===== src/rtl/hps_io_master.sv =====
// hps_io_master
// FPGA-side initiator for the HPS I/O word bus. On-chip logic offers
// 16-bit command words. Each word is driven onto io_din under a frame
// enable, strobed with io_clk, and completed through the io_ack level
// handshake. The responder's io_dout/io_wide come back as a response.
//
// Ports
//   clk_sys, reset      system clock, asynchronous active-high reset
//   cmd_valid/ready     command handshake; cmd_sel (0 close, 1 fpga,
//                       2 osd, 3 uio), cmd_data, cmd_end (close after word)
//   rsp_valid           one-cycle pulse per finished or aborted word
//   rsp_data/wide       io_dout/io_wide captured when ack was seen high
//   rsp_timeout         qualifies rsp_valid: word aborted
//   busy                master not idle
//   io_din, io_clk      bus data and strobe level
//   io_fpga/osd/uio     frame enables, at most one high
//   io_ack, io_dout,    responder acknowledge, read data, width flag
//   io_wide
module hps_io_master #(
    parameter int SETUP_CYC = 1,
    parameter int TIMEOUT   = 4095
) (
    input  logic        clk_sys,
    input  logic        reset,
    input  logic        cmd_valid,
    output logic        cmd_ready,
    input  logic [1:0]  cmd_sel,
    input  logic [15:0] cmd_data,
    input  logic        cmd_end,
    output logic        rsp_valid,
    output logic [15:0] rsp_data,
    output logic        rsp_wide,
    output logic        rsp_timeout,
    output logic        busy,
    output logic [15:0] io_din,
    output logic        io_clk,
    output logic        io_fpga,
    output logic        io_osd,
    output logic        io_uio,
    input  logic        io_ack,
    input  logic [15:0] io_dout,
    input  logic        io_wide
);

    typedef enum logic [2:0] {IDLE, SETUP, WAIT_HI, WAIT_LO, GAP} state_t;

    localparam logic [15:0] SETUP_LAST = 16'(SETUP_CYC - 1);
    localparam logic [15:0] TO_LAST    = 16'(TIMEOUT - 1);

    state_t      state_q, state_d;
    logic [15:0] cnt_q, cnt_d;
    logic [1:0]  frame_q, frame_d;
    logic [2:0]  en_q, en_d;
    logic        end_q, end_d;
    // Set while a frame close is in progress: holds off cmd_ready and
    // tells GAP to return to IDLE instead of opening a new frame.
    logic        gap_q, gap_d;
    logic [15:0] din_q, din_d;
    logic        clk_q, clk_d;
    logic        ready_q, ready_d;
    logic        rvld_q, rvld_d;
    logic [15:0] rdata_q, rdata_d;
    logic        rwide_q, rwide_d;
    logic        rto_q, rto_d;
    logic        busy_q, busy_d;
    logic        timed_out;

    function automatic logic [2:0] sel_onehot(input logic [1:0] sel);
        case (sel)
            2'd1:    sel_onehot = 3'b001;
            2'd2:    sel_onehot = 3'b010;
            2'd3:    sel_onehot = 3'b100;
            default: sel_onehot = 3'b000;
        endcase
    endfunction

    assign timed_out = (TIMEOUT != 0) && (cnt_q == TO_LAST);

    always_comb begin
        state_d = state_q;
        cnt_d   = cnt_q + 16'd1;
        frame_d = frame_q;
        en_d    = en_q;
        end_d   = end_q;
        gap_d   = gap_q;
        din_d   = din_q;
        clk_d   = clk_q;
        ready_d = ready_q;
        rvld_d  = 1'b0;
        rdata_d = rdata_q;
        rwide_d = rwide_q;
        rto_d   = 1'b0;
        case (state_q)
            IDLE: begin
                ready_d = ~io_ack & ~gap_q;
                if (gap_q) begin
                    // Frame close after the last word: drop enables now.
                    en_d    = 3'b000;
                    frame_d = 2'd0;
                    ready_d = 1'b0;
                    cnt_d   = 16'd0;
                    state_d = GAP;
                end else if (cmd_valid && ready_q) begin
                    if (cmd_sel == 2'd0) begin
                        if (frame_q != 2'd0) begin
                            en_d    = 3'b000;
                            frame_d = 2'd0;
                            gap_d   = 1'b1;
                            ready_d = 1'b0;
                            cnt_d   = 16'd0;
                            state_d = GAP;
                        end
                    end else begin
                        din_d   = cmd_data;
                        end_d   = cmd_end;
                        frame_d = cmd_sel;
                        ready_d = 1'b0;
                        cnt_d   = 16'd0;
                        if (frame_q != 2'd0 && frame_q != cmd_sel) begin
                            // Frame switch: one cycle with no enable first.
                            en_d    = 3'b000;
                            gap_d   = 1'b0;
                            state_d = GAP;
                        end else begin
                            en_d    = sel_onehot(cmd_sel);
                            state_d = SETUP;
                        end
                    end
                end
            end
            SETUP: begin
                if (cnt_q == SETUP_LAST) begin
                    clk_d   = 1'b1;
                    cnt_d   = 16'd0;
                    state_d = WAIT_HI;
                end
            end
            WAIT_HI: begin
                if (io_ack) begin
                    rdata_d = io_dout;
                    rwide_d = io_wide;
                    clk_d   = 1'b0;
                    cnt_d   = 16'd0;
                    state_d = WAIT_LO;
                end else if (timed_out) begin
                    clk_d   = 1'b0;
                    en_d    = 3'b000;
                    frame_d = 2'd0;
                    gap_d   = 1'b0;
                    rvld_d  = 1'b1;
                    rto_d   = 1'b1;
                    rdata_d = 16'd0;
                    rwide_d = 1'b0;
                    ready_d = ~io_ack;
                    state_d = IDLE;
                end
            end
            WAIT_LO: begin
                if (!io_ack) begin
                    rvld_d  = 1'b1;
                    gap_d   = end_q;
                    ready_d = ~end_q;
                    state_d = IDLE;
                end else if (timed_out) begin
                    clk_d   = 1'b0;
                    en_d    = 3'b000;
                    frame_d = 2'd0;
                    gap_d   = 1'b0;
                    rvld_d  = 1'b1;
                    rto_d   = 1'b1;
                    rdata_d = 16'd0;
                    rwide_d = 1'b0;
                    ready_d = 1'b0;
                    state_d = IDLE;
                end
            end
            GAP: begin
                cnt_d = 16'd0;
                if (gap_q) begin
                    gap_d   = 1'b0;
                    ready_d = ~io_ack;
                    state_d = IDLE;
                end else begin
                    en_d    = sel_onehot(frame_q);
                    state_d = SETUP;
                end
            end
            default: begin
                state_d = IDLE;
            end
        endcase
        busy_d = (state_d != IDLE);
    end

    always_ff @(posedge clk_sys or posedge reset) begin
        if (reset) begin
            state_q <= IDLE;
            cnt_q   <= 16'd0;
            frame_q <= 2'd0;
            en_q    <= 3'b000;
            end_q   <= 1'b0;
            gap_q   <= 1'b0;
            din_q   <= 16'd0;
            clk_q   <= 1'b0;
            ready_q <= 1'b0;
            rvld_q  <= 1'b0;
            rdata_q <= 16'd0;
            rwide_q <= 1'b0;
            rto_q   <= 1'b0;
            busy_q  <= 1'b0;
        end else begin
            state_q <= state_d;
            cnt_q   <= cnt_d;
            frame_q <= frame_d;
            en_q    <= en_d;
            end_q   <= end_d;
            gap_q   <= gap_d;
            din_q   <= din_d;
            clk_q   <= clk_d;
            ready_q <= ready_d;
            rvld_q  <= rvld_d;
            rdata_q <= rdata_d;
            rwide_q <= rwide_d;
            rto_q   <= rto_d;
            busy_q  <= busy_d;
        end
    end

    assign cmd_ready   = ready_q;
    assign rsp_valid   = rvld_q;
    assign rsp_data    = rdata_q;
    assign rsp_wide    = rwide_q;
    assign rsp_timeout = rto_q;
    assign busy        = busy_q;
    assign io_din      = din_q;
    assign io_clk      = clk_q;
    assign io_fpga     = en_q[0];
    assign io_osd      = en_q[1];
    assign io_uio      = en_q[2];

endmodule


===== config.mk =====
export PLATFORM = sky130hd
export DESIGN_NAME = hps_io_master
export DESIGN_NICKNAME = d
export VERILOG_FILES = /design/src/rtl/hps_io_master.sv
export SDC_FILE = /design/constraint.sdc
export NUM_CORES = 1
export LEC_CHECK = 0
export BUFFER_PORTS_ARGS = -buffer_cell sky130_fd_sc_hd__buf_2
export CORE_ASPECT_RATIO = 1.1
export CORE_MARGIN = 4
export CORE_UTILIZATION = 45
export DETAILED_ROUTE_END_ITERATION = 8
export PLACE_DENSITY = 0.73
export SLEW_MARGIN = 20
export SYNTH_ARGS = -nofsm -noshare
export SYNTH_HDL_FRONTEND = slang
export SYNTH_SLANG_ARGS = --single-unit

===== constraint.sdc =====
create_clock -name clk_sys -period 2.9 [get_ports clk_sys]
set_input_delay 0.145 -clock clk_sys [delete_from_list [all_inputs] [get_ports clk_sys]]
set_output_delay 0.145 -clock clk_sys [all_outputs]
set_load 0.01 [all_outputs]

### After elaboration in Yosys (flattened, before gate mapping)

Index checks and enable logic that the tools add are counted.

| word-level totals | value |
|---|---|
| bits in registers | 64 |
| output and inout port bits | 41 |
| input bits | 40 |
| word-level logic and storage cells | 134 |

| operators by class | value |
|---|---|
| bitwise operators | 5 |
| equal/unequal tests | 21 |
| add/sub/neg operators | 1 |
| mux-type cells | 75 |
| reduce and logical (&&, ||, !) cells | 18 |

Operators with widths:

| kind | number |
|---|---|
| 16-bit 2-to-1 mux | 9 |
| 16-bit case mux with 4 select lines | 1 |
| 3-bit 2-to-1 mux | 18 |
| 16-bit case mux with 2 select lines | 1 |
| 1-bit 2-to-1 mux | 28 |
| 3-bit case mux with 3 select lines | 2 |
| 16-bit by 1-bit adder with 16-bit output (second input constant) | 1 |
| 16-bit by 12-bit == test with 1-bit output (second input constant) | 1 |
| 16-bit logical NOT | 1 |
| 3-bit case mux with 5 select lines | 1 |
| 2-bit 2-to-1 mux | 7 |
| 2-bit != test (second input constant) | 6 |
| 3-bit case mux with 4 select lines | 1 |
| 5-bit AND reduction | 2 |
| 3-bit nonzero test | 3 |
| 2-bit == test (second input constant) | 4 |
| 1-bit case mux with 4 select lines | 2 |
| 3-bit by 2-bit == test with 1-bit output (second input constant) | 2 |
| 3-bit != test (second input constant) | 2 |
| 1-bit case mux with 2 select lines | 3 |
| 2-bit case mux with 3 select lines | 1 |
| 6-bit AND reduction | 1 |
| 2-bit by 1-bit == test with 1-bit output (second input constant) | 2 |
| 4-bit != test (second input constant) | 1 |
| other kinds (14) | 20 |

### Logic depth before layout (Yosys ltp)

| logic depth | value |
|---|---|
| word-level depth | 8 |
| depth in mapped cells | 10 |
| mapped depth without buffers | 7 |

### Worst setup path before layout

No wires, ideal clock.

| timing | value |
|---|---|
| path kind | register -> register |
| start point | register cnt_q[12] |
| end point | register rdata_q[0] (netlist: rsp_data[0]) |
| slack | 357 ps |
| required time | 2779 ps |
| arrival | 2422 ps |
| cell stages (with the launch flop) | 9 |
| period minus slack after synthesis | 2543 ps |
| setup time | 121 ps |
| buffers on the path | 3 |
| path through | dfrtp_1 or4_1 or4_1 buf_2 maj3_2 nand2b_4 buf_6 buf_8 a22o_1 |

| on the way | value |
|---|---|
| word-level cells in the longest chain between the ends | 4 |
| elaborated cells on any way between the ends | 5 |
| classes of those cells | eq/ne (1); mux (4) |

Ends and longest elaborated chain:

| what | line | RTL |
|---|---|---|
| from (decl) | 51 | `logic [15:0] cnt_q, cnt_d;` |
| from (signal assigned) | 213 | `cnt_q <= cnt_d;` |
| 16-bit by 12-bit == test with 1-bit output (*) | 77 | `assign timed_out = (TIMEOUT != 0) && (cnt_q == TO_LAST);` |
| 16-bit 2-to-1 mux (*) | n/a |  |
| 16-bit 2-to-1 mux, on equally long branches | n/a |  |
| 16-bit case mux with 2 select lines (*) | n/a |  |
| to (signal assigned) | 222 | `rdata_q <= rdata_d;` |
| to (decl) | 62 | `logic [15:0] rdata_q, rdata_d;` |

Every way passes the cells marked *; elsewhere a longest branch is shown, timed or not. The select of a mux whose other input is x is not followed.
A chain may end at the register's enable or synchronous reset.

### Worst setup path in the final report

| timing | value |
|---|---|
| start point | register cnt_q[12] |
| end point | register rdata_q[11] (netlist: rsp_data[11]) |

Same word-level chain as after synthesis.

==> impl_summary.txt <==
----------------------------------------------------
[GRT]
  Number of antenna violations at the first check in global routing ... 0
  Total grt overflow ... 0
  Number of global-route vias before repair ... 2283
  Global Route Usage Sum ... 16.8%
  Largest net degree at the start of global routing ... 35
  Global-route wire length before repair ... between 10 and 15 mm

[Drt]
  Total iterations of the first detailed-routing run ... 4
  Final ANT Viol Nets ... 0
  Detailed-route DRC error count ... 0
  Per-cell via count in the routed design ... 5.20
  Wire per inst ... around 14 um
  DRC marker count from the first detailed-route iteration ... 174
  Overall via count from detail_route ... 2248
  Aggregate routed wire length ... 6.08 mm

[Yosys]
  Fraction of registers with async set/reset ... 100%
  Number of nets produced by synthesis ... between 300 and 400
  Synth Flop Type ... dfrtp_1
  Synth Area per Inst ... 11.1 um^2
  YS warnings ... 0
  Post-synthesis cell type count ... 42
  Mapped cell area ... slightly below 0.003 mm^2
  Synthesis-stage register bit count ... 64
  Fraction of the yosys area taken by sequential cells ... 55.0%
  Synthesized netlist cell count ... 262
  Number of flops mapped to enable cells by yosys ... 0

[Layout]
  Most frequent cells in the layout ... 80 x buf_2, 64 x dfrtp_1, 42 x nor2_1, 23 x mux2_2, 18 x a22o_1
  Number of nets at the end of the flow ... 390
  Post-layout instance count excluding filler cells ... 432
  Filler cells ... 554
  Antenna cells ... 0
  Utilization after layout ... 58.5%
  Leading cell type in the layout, fill and taps excluded ... buf_2
  Area growth from synthesis to final layout ... 25.2%
  Ratio of cells with drive above 1 in the final layout ... ~37%

[Clock network]
  CTS tree ... done
  CTS root buffer ... clkbuf_8
  Post-CTS Hold Fix Bufs ... 1
  Clock H-tree levels ... 3
  Max clock buf depth ... 2
  Buffers inserted by post-CTS timing repair ... 0
  Sink Count ... 64
  Clock slew seen by the registers of the worst setup and hold paths ... 0.07 ns
  Inserted Clock Buffers ... 9
  Number of gates given a new drive strength after cts ... 0
  Clock latency of the later-clocked register in the worst-skew pair ... 0.34 ns

[Placed design]
  Number of instances in the placed design ... 414
  DP Wirelength ... 4.41 mm
  Global placement routability congestion ... ~0.84
  Input/output buffers ... 80

[Floorplan]
  Die outline height ... 92.4 um
  Cell row count ... 30
  Initial core utilization ... 46.8%
  Width of the die ... approximately 85 um
  Die ar. ... 0.00783 mm^2
  Number of placed I/O pins ... 81
  Core Area ... 0.00623 mm^2

[Critical path]
  Worst path buffer plus inverter count ... 0
  Crit path largest cell delay ... 0.71 ns
  Cells along the critical path ... or4_1 -> or4_1 -> maj3_2 -> nand2b_4 -> a22o_1
  Critical Setup Path Class ... register to register
  Cell with the most instances on the worst path ... or4_1
  Crit path capture type ... register
  Maximum net fanout on the critical path ... 17
  Required @ worst endpoint ... 3.12 ns
  Worst path arrival time ... 2.82 ns
  Crit path max-delay cell type ... or4_1
  Family with the most delay on the worst path ... simple AND/OR/NAND/NOR gates
  Type of origin of the critical path ... register

[Job]
  Max Cap Violations ... 0

[Timing]
  Final setup skew ... 0.00810 ns
  Setup_tns ... 0 ns
  Final period demand of the worst path ... 2.60 ns
  Top achievable clock speed ... 385 MHz
  Worst slew pin tran ... 1.08 ns
  RSZ-0062 raised after global routing ... no
  Final count of pins violating max slew ... 0
  Slew HR ... 28.1%
  Worst Hold Slack ... 0.0354 ns
  Post-route clock period utilization ... around nine tenths
  Final setup violating endpoints ... 0
  Count of endpoints failing hold in the final timing report ... 0

[Status]
  Status ... completed

[Pwr]
  Power Dens Cells ... 994 mW/mm^2
  Peak ir drop on the vdd network ... about 0.47 mV
  Static leakage power ... 1.82 nW
  Tot Pwr ... 3.63 mW

[Min path]
  Min-Delay Path Class ... input port to register

----------------------------------------------------
==> cell type report <==
cell class	instances	area (um^2)	area share, %
repair buffers	85	443	12.1
clock buffers	9	124	3.40
inverters	8	30.0	0.823
well taps	80	100	2.74
clock inverters	7	119	3.26
flip-flops and latches	64	1600	43.9
multi-input cells	179	1230	33.7
==> registers in the layout (all words and copies together) (netlist names) <==
| name | flops |
|---|---|
| busy | 1 |
| cmd_ready | 1 |
| en_q | 3 |
| rsp_data | 16 |
| rsp_wide | 1 |
| rsp_valid | 1 |
| rsp_timeout | 1 |
| frame_q | 2 |
| cnt_q | 16 |
| io_din | 16 |
| state_q | 3 |
| io_clk | 1 |
| end_q | 1 |
| gap_q | 1 |
==> worst paths after layout <==
path	from	to	slack [ns]	cells after the start
min in group asynchronous	reset	rsp_data[3]$_DFFE_PP0P_	0.44	3
worst max register to register	cnt_q[12]$_DFF_PP0_	rsp_data[11]$_DFFE_PP0P_	0.30	5
max in group asynchronous	reset	cnt_q[3]$_DFF_PP0_	1.60	4
worst min-delay path	cmd_data[6]	io_din[6]$_DFFE_PP0P_	0.04	2
worst max-delay path	cnt_q[12]$_DFF_PP0_	rsp_data[11]$_DFFE_PP0P_	0.30	5
worst min register to register	rsp_data[12]$_DFFE_PP0P_	rsp_data[12]$_DFFE_PP0P_	0.50	1
==> Yosys cell counts (2+ instances only) <==
library cell | number | area share [%]
a21oi_1 | 8 | 1.4
a22o_1 | 18 | 5.4
a22oi_1 | 3 | 0.77
and2_1 | 2 | 0.43
and3_1 | 2 | 0.43
clkbuf_1 | 8 | 1.0
dfrtp_1 | 64 | 55
ha_1 | 3 | 1.3
inv_1 | 8 | 1.0
mux2_2 | 23 | 8.9
nand2_1 | 15 | 1.9
nand2b_1 | 5 | 1.1
nand3_1 | 6 | 1.0
nand4_1 | 4 | 0.86
nor2_1 | 42 | 5.4
nor2b_1 | 2 | 0.43
nor3_1 | 4 | 0.69
nor4_1 | 2 | 0.43
o21ai_0 | 6 | 1.0
or4_1 | 3 | 0.77
xnor2_1 | 7 | 2.1
xor2_1 | 7 | 2.1
==> per-stage QoR <==
| stage | instance area (um^2) | worst slack (ns) |
|---|---|---|
| 3_3_place_gp | 3380 | 0.369 |
| 4_1_cts | 3640 | 0.309 |
| 5_1_grt | 3650 | 0.216 |
| 6_report | 3650 | 0.303 |
| 3_5_place_dp | 3380 | 0.333 |
| 2_1_floorplan | 2910 | 0.357 |
==> report_power, final <==
part | total (mW) | internal (mW) | leakage (nW) | switching, mW
registers | 1.45 | 1.20 | 0.833 | 0.247
clock network | 0.911 | 0.572 | 0.116 | 0.340
logic | 1.27 | 0.615 | 0.874 | 0.652
total | 3.63 | 2.39 | 1.82 | 1.24
==> kinds of logic after synthesis <==
| family | Yosys count | synth area share [%] |
|---|---|---|
| compound gates | 43 | 11.0 |
| xor+xnor | 14 | 4.21 |
| fa+ha+maj | 4 | 1.67 |
| buf+inv | 19 | 3.13 |
| flops | 64 | 55.0 |
| mux | 23 | 8.89 |
| simple gates | 95 | 16.1 |
==> layer usage <==
metal	routed length [um]	share of wire, %	track usage [%]
met1	2780	46	21.5
met2	2720	45	25.4
met3	516	8.5	6.32
met4	65	1.1	6.99
met5	0	0	0
==> worst reg2reg max path: stages, from the launching register on <==
cell and delay [ns]:
dfrtp_1 0.41, or4_1 0.53, or4_1 0.71, maj3_2 0.38
nand2b_4 0.23, a22o_1 0.22
Power figures use the tool's default switching activity.
